==> src/rtl/operand_pkg.sv <==
// Shared constants and types for the operand-fetch slice: SPARC field positions,
// datapath sizing and the latched operand bundle.
package operand_pkg;
  localparam int DW        = 32;
  localparam int NREG      = 32;
  localparam int RS1_HI    = 18;
  localparam int RS1_LO    = 14;
  localparam int RS2_HI    = 4;
  localparam int RS2_LO    = 0;
  localparam int RD_HI     = 29;
  localparam int RD_LO     = 25;
  localparam int IBIT      = 13;
  localparam int IMM22_HI  = 21;
  localparam int SIMM13_HI = 12;

  typedef struct packed {
    logic [DW-1:0] is;
    logic [DW-1:0] r;
    logic [DW-1:0] rs1;
  } bundle_t;
endpackage

==> src/rtl/register_file_32x32.sv <==
// Integer register file: two combinational read ports, one clocked write port,
// r0 reads as zero and is never written.
module register_file_32x32 #(
  parameter int N = 32,
  parameter int W = 32
) (
  input  logic                 clk,
  input  logic                 reset,
  input  logic [$clog2(N)-1:0] ra1,
  input  logic [$clog2(N)-1:0] ra2,
  output logic [W-1:0]         rd1,
  output logic [W-1:0]         rd2,
  input  logic                 we,
  input  logic [$clog2(N)-1:0] wa,
  input  logic [W-1:0]         wd
);
  logic [N-1:0][W-1:0] mem;

  always_ff @(posedge clk or posedge reset) begin
    if (reset)                 mem     <= '0;
    else if (we && wa != '0)   mem[wa] <= wd;
  end

  assign rd1 = (ra1 == '0) ? '0 : mem[ra1];
  assign rd2 = (ra2 == '0) ? '0 : mem[ra2];
endmodule

==> src/rtl/operand_fetch_stage.sv <==
// Single-entry operand fetch register: latches the instruction, reads rs1/rs2 and
// keeps the held operands coherent with write-back until execute consumes them.
module operand_fetch_stage #(
  parameter int NREG = 32,
  parameter int DW   = 32
) (
  input  logic          clk,
  input  logic          reset,
  input  logic          in_valid,
  input  logic [DW-1:0] in_instr,
  output logic          in_ready,
  input  logic          wb_we,
  input  logic [4:0]    wb_rd,
  input  logic [DW-1:0] wb_data,
  output logic          out_valid,
  input  logic          out_ready,
  output logic [DW-1:0] IS,
  output logic [DW-1:0] R,
  output logic [DW-1:0] RS1,
  output logic [21:0]   Imm
);
  import operand_pkg::*;

  localparam int AW = $clog2(NREG);

  bundle_t       bq;
  logic [AW-1:0] rs1_a, rs2_a, h_rs1, h_rs2;
  logic [DW-1:0] rf_rd1, rf_rd2;
  logic          cap, wb_hit;

  assign rs1_a = in_instr[RS1_HI:RS1_LO];
  assign rs2_a = in_instr[RS2_HI:RS2_LO];
  assign h_rs1 = bq.is[RS1_HI:RS1_LO];
  assign h_rs2 = bq.is[RS2_HI:RS2_LO];

  assign in_ready = !out_valid || out_ready;
  assign cap      = in_valid && in_ready;
  assign wb_hit   = wb_we && (wb_rd != '0);

  register_file_32x32 #(.N(NREG), .W(DW)) u_rf (
    .clk   (clk),
    .reset (reset),
    .ra1   (rs1_a),
    .ra2   (rs2_a),
    .rd1   (rf_rd1),
    .rd2   (rf_rd2),
    .we    (wb_we),
    .wa    (wb_rd),
    .wd    (wb_data)
  );

  // The array write lands on the same edge as capture, so forward it here.
  always_ff @(posedge clk or posedge reset) begin
    if (reset) begin
      bq        <= '0;
      out_valid <= 1'b0;
    end else if (cap) begin
      bq.is     <= in_instr;
      bq.rs1    <= (wb_hit && wb_rd == rs1_a) ? wb_data : rf_rd1;
      bq.r      <= (wb_hit && wb_rd == rs2_a) ? wb_data : rf_rd2;
      out_valid <= 1'b1;
    end else if (out_ready) begin
      out_valid <= 1'b0;
    end else if (out_valid) begin
      // Stalled bundle tracks later write-backs to its source registers.
      if (wb_hit && wb_rd == h_rs1) bq.rs1 <= wb_data;
      if (wb_hit && wb_rd == h_rs2) bq.r   <= wb_data;
    end
  end

  assign IS  = bq.is;
  assign R   = bq.r;
  assign RS1 = bq.rs1;
  assign Imm = bq.is[IMM22_HI:0];
endmodule

==> config.mk <==
export PLATFORM = sky130hd
export DESIGN_NAME = operand_fetch_stage
export DESIGN_NICKNAME = d
export VERILOG_FILES = /design/src/rtl/operand_pkg.sv /design/src/rtl/register_file_32x32.sv /design/src/rtl/operand_fetch_stage.sv
export SDC_FILE = /design/constraint.sdc
export NUM_CORES = 2
export LEC_CHECK = 0
export BUFFER_PORTS_ARGS = -buffer_cell sky130_fd_sc_hd__buf_4
export CORE_MARGIN = 5
export CORE_UTILIZATION = 45
export DETAILED_ROUTE_END_ITERATION = 10
export HOLD_SLACK_MARGIN = 0.05
export SLEW_MARGIN = 30
export SYNTH_ARGS = -nofsm -noshare
export SYNTH_HDL_FRONTEND = slang
export SYNTH_SLANG_ARGS = --single-unit
export TNS_END_PERCENT = 1
==> constraint.sdc <==
create_clock -name clk -period 31.9 [get_ports clk]
set_input_delay 3.19 -clock clk [delete_from_list [all_inputs] [get_ports clk]]
set_output_delay 3.19 -clock clk [all_outputs]
set_load 0.05 [all_outputs]
# Yosys cells after proc, flatten, opt, wreduce, memory -nomap -nowiden
# Cells that the tools add are included.
[word_totals]
mem_bits_ro = 0
n_memories = 0
latchBits = 0
register_bits = 1121
elab_cells = 81
ram_bits = 0
[classes]
mul = 0
bitwise = 0
add_sub_neg = 0
reduce_logical = 18
n_eq_ne = 5
mux = 18
div_mod_pow = 0
n_shift = 0
magnitude_cmp = 4
[op_table]
columns = ["operator", "n"]
rows = [
  ["$bwmux 1024", 1],
  ["$bmux 32 s5", 2],
  ["$mux 32", 9],
  ["$mux 64", 3],
  ["$demux 32 s5", 1],
  ["$eq 5x5->1", 4],
  ["$lt 5x6->1 const B", 3],
  ["$logic_not 5->1", 2],
  ["$reduce_bool 2->1", 4],
  ["$logic_and 1x1->1", 7],
  ["$reduce_and 3->1", 2],
  ["$ge 5x1->1 const B", 1],
  ["$reduce_bool 5->1", 1],
  ["$mux 1", 2],
  ["$ne 2x1->1 const B", 1],
  ["$logic_not 1->1", 1],
  ["$logic_or 1x1->1", 1],
]

# Longest topological paths before layout
[logic_depth]
depth_word = 7
ltp_mapped = 10
depth_no_buf = 6

# Cells and area by module
# From an unflattened synthesis, not the netlist that was laid out.
[unflattened]
cells_unflattened = 4097
hier_area_um2 = 59390.7
[modules_own_cells]
columns = ["module", "cells_per_inst", "area_per_inst_um2", "instances", "seq_area_each_um2"]
rows = [
  ["register_file_32x32", 3681, 54597.4, 1, 25624.6],
  ["operand_fetch_stage", 416, 4793.3, 1, 2427.3],
]

# Worst setup path after synthesis
# No wires, ideal clock.
[synth_path]
path_type = "input to output"
from = "input out_ready"
to = "output in_ready"
cell_stages = 2
n_path_buf = 0
arrival_time_ps = 3701
slack_ps = 25009
cell_sequence = "nor2b_1 inv_1"
[synth_between]
elab_chain_len = 1
[synth_lines]
columns = ["element", "line", "text"]
rows = [
  ["start: declaration", "operand_fetch_stage.sv:16", "input logic out_ready,"],
  ["$logic_or 1x1->1", "operand_fetch_stage.sv:36", "assign in_ready = !out_valid || out_ready;"],
  ["end: declaration", "operand_fetch_stage.sv:11", "output logic in_ready,"],
]
# No other way between the ends.

# Final worst setup path
# Ends and elaborated chain as after synthesis.

==> results.json <==
{
  "p_leak_nw": 28.5,
  "die-area_um2": 137000,
  "die_h_um": 371,
  "synth_nets": 4094,
  "fin_worst_skew_ns": 0.0267,
  "arrival_ns": 4.25,
  "total_power_w": 0.00429,
  "fp.coreArea_um2": 129000,
  "n_fill_cell": 10916,
  "worstSetupPathType": "in2out",
  "path_common_cell": "buf_4",
  "crit_path_cell_trace": "buf_4, nor2b_1, inv_1, buf_4",
  "ys_seq_area_share_pct": 47.9,
  "synthCells": 4020,
  "synth_cell_types": 54,
  "syn_to_final_growth_pct": 11.8,
  "vias": 39077,
  "start_util_pct": 45.2,
  "min_from": "u_rf.mem[22]",
  "h-tree-depth": 3,
  "setup_viol": 0,
  "crit_path_top_delay_cell": "nor2b_1",
  "start_kind": "input port",
  "synth_area_per_cell_um2": 14.6,
  "synth-edff-count": 0,
  "slew_violations": 0,
  "ys.flop_type": "dfrtp_1",
  "post-route-period-util_pct": 23.3,
  "post-route-cell-area_um2": 65400,
  "ir_worst_vdd_mv": 0.0508,
  "top_level_ports": 194,
  "antenna_found_initial": 9,
  "clk_latency_ns": 0.76,
  "critPathMaxFanout": 6,
  "hold_buffers": 0,
  "layout-drive-gt1-share_pct": 49.3,
  "drc": 0,
  "drtIter0Drc": 3858,
  "worst_ep_required_time_ns": 28.71,
  "rsz0062_at_grt": "no",
  "grt.overflow.total": 0,
  "grt_pass1_wl_um": 292000,
  "cts_buffer_depth": 3,
  "reg2reg_slack_ns": 28.92,
  "p_int_w": 0.00305,
  "fmax_mhz": 134,
  "synth_area_um2": 58500,
  "switching_share_pct": 28.8,
  "tritoncts": "yes",
  "ant_nets": 0,
  "hold_class": "reg2reg",
  "layout_common_cells": "dfrtp_1 (1,121), mux2_2 (1,056), mux4_2 (392), buf_4 (268), mux2i_1 (245)",
  "grt_max_degree": 154,
  "grt_use_total_pct": 29.4,
  "power_frac_comb_pct": 20.9,
  "synth-seq-cells": 1121,
  "layout.nets": 4029,
  "clk_pin_slew_ns": 0.06,
  "worst_pin_slew_ns": 1.09,
  "place_congestion": 0.807,
  "core.rowCount": 132,
  "rr_worst_depth": 8,
  "die_w_um": 371,
  "cts.root.buffer_cell": "clkbuf_16",
  "post_cts_buffers": 0,
  "hold_viol_final": 0,
  "p_switching_w": 0.00124,
  "power_frac_seq_pct": 44.4,
  "grt_pass1_vias": 39194,
  "final_util_pct": 50.6,
  "io_buffers": 193,
  "wirelength_um": 203000,
  "viasPerCell": 6.74,
  "drv_cap": 0,
  "status": "completed",
  "cts-resized-gates": 0,
  "slew-limit-headroom_pct": 27.4,
  "yosys_warnings": 0,
  "setup_tns_ns": 0,
  "wl_per_cell_um": 35.1,
  "finalWorstPathRequiredPeriod_ns": 7.44,
  "cts.sinks": 1121,
  "cp_top_family": "buffers and inverters",
  "post-dp-hpwl_um": 108000,
  "p_per_area_nw_per_um2": 65.5,
  "firstDrtPassIters": 5,
  "cp-end-kind": "output port",
  "cts_made_buffers": 120,
  "whs_path_depth": 0,
  "clockPowerShare_pct": 34.8,
  "mostFrequentLayoutCell": "dfrtp_1",
  "hold_path_end": "u_rf.mem[22]",
  "path_buf_inv": 3,
  "slowest_delay_ns": 0.44,
  "r2r_start": "out_valid",
  "r2r_end": "RS1[19]",
  "postPlaceCellArea_um2": 61100,
  "synthArstFlopShare_pct": 100,
  "hold_ws_ns": 0.397
}
synth_stat cells, types with 3 or more instances:
library cell  instances  share of area [%]
o221ai_1             85                1.3
a311oi_1              8               0.12
xnor2_1              10               0.15
buf_6                18               0.35
nor3b_1               3              0.038
a221o_1              71                1.2
nand4_1               3              0.032
a2111oi_0            20               0.30
a221oi_1             39               0.58
or2_2                 3              0.032
clkbuf_1            253                1.6
xor2_1               10               0.15
or3b_2                4              0.060
mux2i_1             245                4.2
buf_1                61               0.39
a21oi_1              28               0.24
a22oi_1              34               0.44
a211oi_1             53               0.68
nor3_1               23               0.20
nand3b_1              4              0.051
o31a_1               12               0.18
nor2_1               35               0.22
or3_1                 3              0.032
buf_4                43               0.55
and3_1               10               0.11
buf_2               106               0.91
inv_1                 4              0.026
nand3_1               9              0.077
dfrtp_1            1121                 48
and2_1               13               0.14
mux2_2             1056                 20
nand2_1             119               0.76
a22o_1               28               0.42
a31oi_1              18               0.19
o22ai_1              35               0.37
mux4_2              392                 15
nor2b_1              14               0.15
metrics by stage:
stage                     cells  worst slack [ns]
after floorplan            4020             13.24
after global placement     5568             23.80
after detailed placement   5570             23.75
after CTS                  5786             24.44
after global routing       5792             24.39
final                      5794             24.46
sequential cells by signal, summed over array words and instances, names as in the netlist:
signal,flops
IS,32
R,32
RS1,32
out_valid,1
u_rf.mem,1024
layout make-up:
type                    count  area (um2)  area share [%]
multi-input cells        2414       28500            43.6
flip-flops and latches   1121       28100            42.9
clock buffers             166        3460            5.29
repair buffers            294        2450            3.75
well taps                1742        2180            3.33
clock inverters            50         719            1.10
inverters                   4        18.8          0.0287
diodes                      3        7.51          0.0115
layer usage:
metal	up-vias	GRT usage, %	share of wire [%]
met5	-	0	0.014
met4	4	9.39	3.4
met3	340	5.47	8.6
met2	1885	45.8	46
met1	21378	41.9	42
li1	15470	-	-
worst max-delay path by stage:
stage	slack [ns]	end	depth (start not counted)	startpoint
floorplan	13.24	IS[0]	1	reset
global placement	23.80	R[12]	9	in_instr[0]
detailed placement	23.75	R[12]	9	in_instr[0]
CTS	24.44	in_ready	4	out_ready
global route	24.39	in_ready	4	out_ready
finish	24.46	in_ready	4	out_ready
cell families (layout without fill, tap and decap cells):
family / Yosys count / after routing / synth area share, %
AOI/OAI and AO/OA: 449 / 449 / 6.25
xor gates and xnor gates: 20 / 20 / 0.299
muxes: 1695 / 1695 / 39.6
other: 0 / 3 / 0
buffers and inverters: 485 / 514 / 3.85
DFF: 1121 / 1121 / 47.9
and+or+nand+nor: 250 / 250 / 2.01
power groups by stage:
stage	combinational, W	sequential (W)	clock (W)
after floorplan	0.000630	0.00192	0
after global placement	0.000874	0.00191	0
after detailed placement	0.000890	0.00192	0
after CTS	0.000892	0.00189	0.00151
after global routing	0.000952	0.00193	0.00157
final	0.000894	0.00190	0.00149
worst reg2reg max path: cells and delay by family (launching register included):
family,cells,cell delay (ns)
and+or+nand+nor,3,1.01
DFF,1,0.35
buffers and inverters,3,1.25
AOI/OAI and AO/OA,2,0.32
Note: power is estimated with default switching activity, not from simulation.
